`config.mk`:
```
export PLATFORM = sky130hd
export DESIGN_NAME = intv_rom_loader
export DESIGN_NICKNAME = d
export VERILOG_FILES = /design/src/rtl/intv_rom_loader.sv
export SDC_FILE = /design/constraint.sdc
export NUM_CORES = 1
export LEC_CHECK = 0
export CORE_ASPECT_RATIO = 1.25
export CORE_UTILIZATION = 54
export CTS_BUF_LIST = sky130_fd_sc_hd__clkbuf_4 sky130_fd_sc_hd__clkbuf_8
export DETAILED_ROUTE_END_ITERATION = 16
export PLACE_DENSITY_LB_ADDON = 0.08
export SYNTH_ARGS = -nofsm -noshare
export SYNTH_HDL_FRONTEND = slang
export SYNTH_SLANG_ARGS = --single-unit
```
`constraint.sdc`:
```
create_clock -name clk_sys -period 3.7 [get_ports clk_sys]
set_input_delay 0.37 -clock clk_sys [delete_from_list [all_inputs] [get_ports clk_sys]]
set_output_delay 0.37 -clock clk_sys [all_outputs]
set_load 0.01 [all_outputs]
```
`src/rtl/intv_rom_loader.sv`:
```
`default_nettype none
// ============================================================================
// Module   : intv_rom_loader
// Purpose  : Packs HPS cartridge download bytes into big-endian 16-bit words
//            and writes them through a small FIFO to cartridge memory.
// Revision : 1.0 - initial release
// ============================================================================
module intv_rom_loader #(
   parameter logic [7:0] ROM_INDEX  = 8'd1,
   parameter int         ADDR_W     = 16,
   parameter int         FIFO_DEPTH = 4
) (
   input  logic              clk_sys,
   input  logic              reset_n,
   input  logic              ioctl_download,
   input  logic [7:0]        ioctl_index,
   input  logic              ioctl_wr,
   input  logic [24:0]       ioctl_addr,
   input  logic [7:0]        ioctl_dout,
   output logic              ioctl_wait,
   output logic [ADDR_W-1:0] mem_addr,
   output logic [15:0]       mem_data,
   output logic              mem_we,
   input  logic              mem_ack,
   output logic              load_done,
   output logic [ADDR_W:0]   word_count,
   output logic              odd_pad,
   output logic              overflow
);

   localparam int c_PTR_W = (FIFO_DEPTH > 1) ? $clog2(FIFO_DEPTH) : 1;
   localparam int c_CNT_W = $clog2(FIFO_DEPTH + 1);
   localparam int c_ENT_W = ADDR_W + 16;
   localparam logic [c_CNT_W-1:0] c_FULL = c_CNT_W'(FIFO_DEPTH);
   localparam logic [c_CNT_W-1:0] c_HIGH = c_CNT_W'(FIFO_DEPTH - 1);
   localparam logic [c_CNT_W-1:0] c_TWO  = c_CNT_W'(FIFO_DEPTH - 2);

   typedef enum logic [1:0] {
      S_IDLE  = 2'd0,
      S_LOAD  = 2'd1,
      S_FLUSH = 2'd2,
      S_DONE  = 2'd3
   } state_t;

   state_t              r_state;
   state_t              w_state_nxt;
   logic                r_active;
   logic                r_start_held;
   logic                w_active;
   logic                w_rise;
   logic                w_start;

   logic                r_pending;
   logic [7:0]          r_hi;
   logic [ADDR_W-1:0]   r_hi_addr;
   logic [c_ENT_W-1:0]  r_fifo [FIFO_DEPTH];
   logic [c_PTR_W-1:0]  r_wptr;
   logic [c_PTR_W-1:0]  r_rptr;
   logic [c_CNT_W-1:0]  r_count;
   logic [c_CNT_W-1:0]  w_count_nxt;
   logic                r_mem_we;
   logic [ADDR_W-1:0]   r_mem_addr;
   logic [15:0]         r_mem_data;
   logic [ADDR_W:0]     r_word_count;
   logic                r_odd_pad;
   logic                r_overflow;
   logic                r_wait;

   logic                w_stb;
   logic                w_flush_entry;
   logic [ADDR_W-1:0]   w_waddr;
   logic                w_full;
   logic                w_two_free;
   logic                w_push;
   logic                w_push_ok;
   logic [ADDR_W-1:0]   w_push_addr;
   logic [15:0]         w_push_data;
   logic                w_pend_nxt;
   logic                w_latch;
   logic                w_drop;
   logic                w_set_odd;
   logic                w_pop;
   logic [c_ENT_W-1:0]  w_head;
   logic                w_unused_addr;

   assign w_active      = ioctl_download && (ioctl_index == ROM_INDEX);
   assign w_rise        = w_active && !r_active;
   assign w_stb         = ioctl_wr && w_active && (r_state == S_LOAD);
   assign w_flush_entry = (r_state == S_LOAD) && !w_active;
   assign w_waddr       = ioctl_addr[ADDR_W:1];
   assign w_unused_addr = &{1'b0, ioctl_addr[24:ADDR_W+1]};
   assign w_full        = (r_count == c_FULL);
   assign w_two_free    = (r_count <= c_TWO);
   assign w_pop         = r_mem_we && mem_ack;
   assign w_push_ok     = w_push && !w_full;
   assign w_head        = r_fifo[r_rptr];

   // ---------------------------------------------------------------- FSM
   always_ff @(posedge clk_sys or negedge reset_n) begin
      if (!reset_n) begin
         r_state      <= S_IDLE;
         r_active     <= 1'b0;
         r_start_held <= 1'b0;
      end else begin
         r_state  <= w_state_nxt;
         r_active <= w_active;
         // A restart requested while draining is remembered until IDLE.
         if (w_start)
            r_start_held <= 1'b0;
         else if (w_rise && (r_state == S_FLUSH || r_state == S_DONE))
            r_start_held <= 1'b1;
      end
   end

   always_comb begin
      w_state_nxt = r_state;
      w_start     = 1'b0;
      case (r_state)
         S_IDLE: begin
            if (w_rise || r_start_held) begin
               w_state_nxt = S_LOAD;
               w_start     = 1'b1;
            end
         end
         S_LOAD: begin
            if (!w_active)
               w_state_nxt = S_FLUSH;
         end
         S_FLUSH: begin
            if (!r_pending && (r_count == '0) && !r_mem_we)
               w_state_nxt = S_DONE;
         end
         S_DONE:  w_state_nxt = S_IDLE;
         default: w_state_nxt = S_IDLE;
      endcase
   end

   // ------------------------------------------------------- byte pairing
   always_comb begin
      w_push      = 1'b0;
      w_push_addr = r_hi_addr;
      w_push_data = {r_hi, 8'h00};
      w_pend_nxt  = r_pending;
      w_latch     = 1'b0;
      w_drop      = 1'b0;
      w_set_odd   = 1'b0;
      if (w_start) begin
         w_pend_nxt = 1'b0;
      end else if (w_stb) begin
         if (ioctl_addr[0]) begin
            w_push      = 1'b1;
            w_push_addr = w_waddr;
            w_push_data = {(r_pending ? r_hi : 8'h00), ioctl_dout};
            w_pend_nxt  = 1'b0;
         end else if (!r_pending) begin
            w_latch    = 1'b1;
            w_pend_nxt = 1'b1;
         end else begin
            // Orphaned high byte goes out padded; the new byte needs a spare slot.
            w_push = 1'b1;
            if (w_two_free) begin
               w_latch    = 1'b1;
               w_pend_nxt = 1'b1;
            end else begin
               w_drop     = 1'b1;
               w_pend_nxt = 1'b0;
            end
         end
      end else if (w_flush_entry && r_pending) begin
         w_push     = 1'b1;
         w_pend_nxt = 1'b0;
         w_set_odd  = 1'b1;
      end
   end

   always_comb begin
      w_count_nxt = r_count;
      if (w_start)
         w_count_nxt = '0;
      else if (w_push_ok && !w_pop)
         w_count_nxt = r_count + c_CNT_W'(1);
      else if (w_pop && !w_push_ok)
         w_count_nxt = r_count - c_CNT_W'(1);
   end

   always_ff @(posedge clk_sys) begin
      if (w_push_ok)
         r_fifo[r_wptr] <= {w_push_addr, w_push_data};
   end

   always_ff @(posedge clk_sys or negedge reset_n) begin
      if (!reset_n) begin
         r_pending    <= 1'b0;
         r_hi         <= 8'h00;
         r_hi_addr    <= '0;
         r_wptr       <= '0;
         r_rptr       <= '0;
         r_count      <= '0;
         r_mem_we     <= 1'b0;
         r_mem_addr   <= '0;
         r_mem_data   <= 16'h0000;
         r_word_count <= '0;
         r_odd_pad    <= 1'b0;
         r_overflow   <= 1'b0;
         r_wait       <= 1'b0;
      end else begin
         r_pending <= w_pend_nxt;
         r_count   <= w_count_nxt;
         r_wait    <= (w_count_nxt >= c_HIGH) || (w_state_nxt == S_FLUSH);

         if (w_latch) begin
            r_hi      <= ioctl_dout;
            r_hi_addr <= w_waddr;
         end

         if (w_start) begin
            r_wptr <= '0;
            r_rptr <= '0;
         end else begin
            if (w_push_ok)
               r_wptr <= r_wptr + c_PTR_W'(1);
            if (w_pop)
               r_rptr <= r_rptr + c_PTR_W'(1);
         end

         // Head stays in the FIFO while presented; it leaves only on ack.
         if (w_pop) begin
            r_mem_we <= 1'b0;
         end else if (!r_mem_we && (r_count != '0) && !w_start) begin
            r_mem_we   <= 1'b1;
            r_mem_addr <= w_head[c_ENT_W-1:16];
            r_mem_data <= w_head[15:0];
         end

         if (w_start)
            r_word_count <= '0;
         else if (w_pop && (r_word_count != '1))
            r_word_count <= r_word_count + (ADDR_W + 1)'(1);

         if (w_start)
            r_odd_pad <= 1'b0;
         else if (w_set_odd)
            r_odd_pad <= 1'b1;

         if (w_start)
            r_overflow <= 1'b0;
         else if ((w_push && w_full) || w_drop)
            r_overflow <= 1'b1;
      end
   end

   assign ioctl_wait = r_wait;
   assign mem_we     = r_mem_we;
   assign mem_addr   = r_mem_addr;
   assign mem_data   = r_mem_data;
   assign load_done  = (r_state == S_DONE);
   assign word_count = r_word_count;
   assign odd_pad    = r_odd_pad;
   assign overflow   = r_overflow;

endmodule
`default_nettype wire

```
==> impl_metrics.ini <==
[run_status]
outcome = complete, no violations

[floorplan]
die_w_microns = 117
core.rowCount = 52
start_util_pct = 55.0
dieArea_sq_mm = 0.0170
die_h_microns = 146
core_area_sq_mm = 0.0162
num_io_pins = 100

[routing]
wl_met3_microns = 796
wl_per_cell_microns = 18.9
ant_nets = 0
via_per_inst = 5.47
dr.max_layer_used = met4
routed_wl_microns = 17300
via_count = 5018
drt_iter0_markers = 183
met1_length_microns = 6830
first_pass_iters = 4
met2_wirelength_microns = 9380
drc = 0

[sta]
worstMarginPinSlew_ns = 1.06
finalClockSkew_ns = 0.0133
fin_tns_setup_ns = 0
finalSetupViolCount = 0
fin_crit_ns = 2.85
hold_violations = 0
finalCritPeriodShare_pct = 77.1
max_freq_mhz = 350
rsz0062_at_grt = no
final_max_slew_viol_count = 0
fin_ws_ns = 0.846
timing.slew.headroom_pct = 29.5

[synth]
synth-edff-count = 128
synth_nets = 609
syn_area_sq_mm = 0.00892
synth_largest_area_cell = edfxtp_1
synth_cell_types = 47
async_reset_ff_share_pct = 41.0
synth-seq-area-share_pct = 68.1
synth_top_area_share_pct = 43.1
ys.warnings.count = 0
synthTopCellsByArea = edfxtp_1 43%, dfrtp_1 25%, mux4_2 8.1%
synth-main-ff-cell = edfxtp_1
synth_seq_cells = 217
synthCells = 553
synth.avg_cell_area_sq_um = 16.1

[pwr]
power_per_cell_area_mw_per_mm2 = 636
vdd.ir_drop.worst_mv = 0.337
p_leak_uw = 0.00408

[setup_path]
cp-start-kind = flop
crit_buf_inv = 0
path_cells = and3_1 > and3_1 > nand4_1 > nor4_1 > ha_1 > and3b_1 > nand4_1 > or2_1 > or3_1 > a21oi_1
arrival_ns = 3.28
crit_family = simple AND/OR/NAND/NOR gates
crit_type = flop to flop
required_ns = 4.13
slowest_delay_ns = 0.42
cp_max_fo = 9
crit_slowest_cell = dfrtp_1
cp-end-kind = flop

[global_routing]
grt_pass1_wl_microns = 28300
grt_usage_pct = 22.1
grt_pass1_vias = 5549
antenna_found_initial = 0
grt-ovfl-total = 0
grt_max_degree = 49

[cts]
cts_max_level = 2
clk_latency_ns = 0.52
post_cts_buffers = 0
cts_inserted_buffers = 35
cts.sinks = 217
cts_buffer_depth = 3
path_clk_slew_ns = 0.06
cts-root-buf = clkbuf_8
cts_tree = yes

[finish]
area_growth_pct = 22.6
antenna_cells = 0
utilization_pct = 67.5
layout_common_cells = 128 x edfxtp_1, 90 x clkdlybuf4s50_1, 88 x dfrtp_1
layout-drive-gt1-share_pct = 26.0
fillCellCount = 1134
final_common_cell = edfxtp_1
final_nets = 730

[place]
dp_hpwl_microns = 10800
port_buffers = 91
dp_worst_setup_slack_ns = 0.634
place_congestion = 0.800

[run]
cap_viol_max_count = 0

[hold_path]
min_path_type = primary input to async pin
what timing repair did:
item | 4_1_cts | 5_1_grt
endpoints found under the hold margin | 46 | 0
setup endpoints to repair | 0 | 0
hold buffers | 1 | 0
gates resized for setup | 0 | 0
cell usage after synthesis, types with 3 or more instances:
master / number
edfxtp_1: 128
dfrtp_1: 89
nand2_1: 66
mux2_2: 37
mux4_2: 32
nor2_1: 24
mux2_4: 19
clkbuf_1: 14
o21ai_0: 14
and2_1: 13
nor2b_1: 11
ha_1: 10
xor2_1: 10
buf_2: 7
inv_1: 7
nand3_1: 7
nand4_1: 7
a21oi_1: 6
nor3_1: 5
or3_1: 5
xnor2_1: 5
nor4_1: 3
kinds of logic (layout without fill, tap and decap cells):
logic type / count (synthesis) / in the layout / synth area share (%)
fa+ha+maj: 10 / 10 / 1.40
compound gates: 35 / 35 / 2.78
xor+xnor: 15 / 15 / 1.47
flops: 217 / 217 / 68.1
mux: 90 / 90 / 16.2
buf+inv: 33 / 181 / 1.66
simple gates: 153 / 153 / 8.42
final cells by class:
cell class                      count  area, sq um  share of cell area, %
Inverter                            8         30.0                  0.275
Tap cell                          216          270                   2.47
Multi-Input combinational cell    303         2710                   24.8
Sequential cell                   217         6070                   55.5
Clock buffer                       49          631                   5.77
Clock inverter                     15          128                   1.17
Timing Repair Buffer              109         1100                   10.0
sequential cells by signal, indices dropped and copies added, names as in the netlist:
signal        flops
r_fifo          128
word_count       17
r_pending         1
mem_addr         16
r_count           3
mem_data         16
r_wptr            2
r_hi_addr        16
ioctl_wait        1
r_active          1
overflow          1
r_state           2
odd_pad           1
mem_we            1
r_rptr            2
r_hi              8
r_start_held      1
worst paths after layout:
kind                               start            end  slack (ns)  depth (start not counted)
max                        word_count[5]  word_count[9]        0.85                         10
min                              reset_n        r_hi[3]        0.46                          2
max reg2reg                word_count[5]  word_count[9]        0.85                         10
min reg2reg                      r_hi[0]        r_hi[0]        0.50                          1
max in group asynchronous        reset_n   r_hi_addr[7]        2.46                          3
min in group clk_sys       ioctl_dout[5]        r_hi[5]        0.49                          2
layer usage:
layer / up-vias / GRT usage (%)
li1: 2295 / -
met1: 2566 / 26.2
met2: 130 / 39.3
met3: 27 / 5.08
met4: 0 / 6.65
met5: - / 0
where the power goes:
part,internal [uW],switching (uW)
Sequential,2800,260
Clock,1250,933
Combinational,1010,696
per-stage QoR:
step	instance area, sq um	instances	hold slack [ns]	total power, uW
global placement	10200	852	0.462	4810
detailed placement	10200	852	0.472	4840
floorplan	8920	553	0.0744	4120
global route	10900	917	0.490	7310
CTS	10900	917	0.474	7050
finish	10900	917	0.456	6950
No activity file was read; power rests on OpenSTA's default activity.
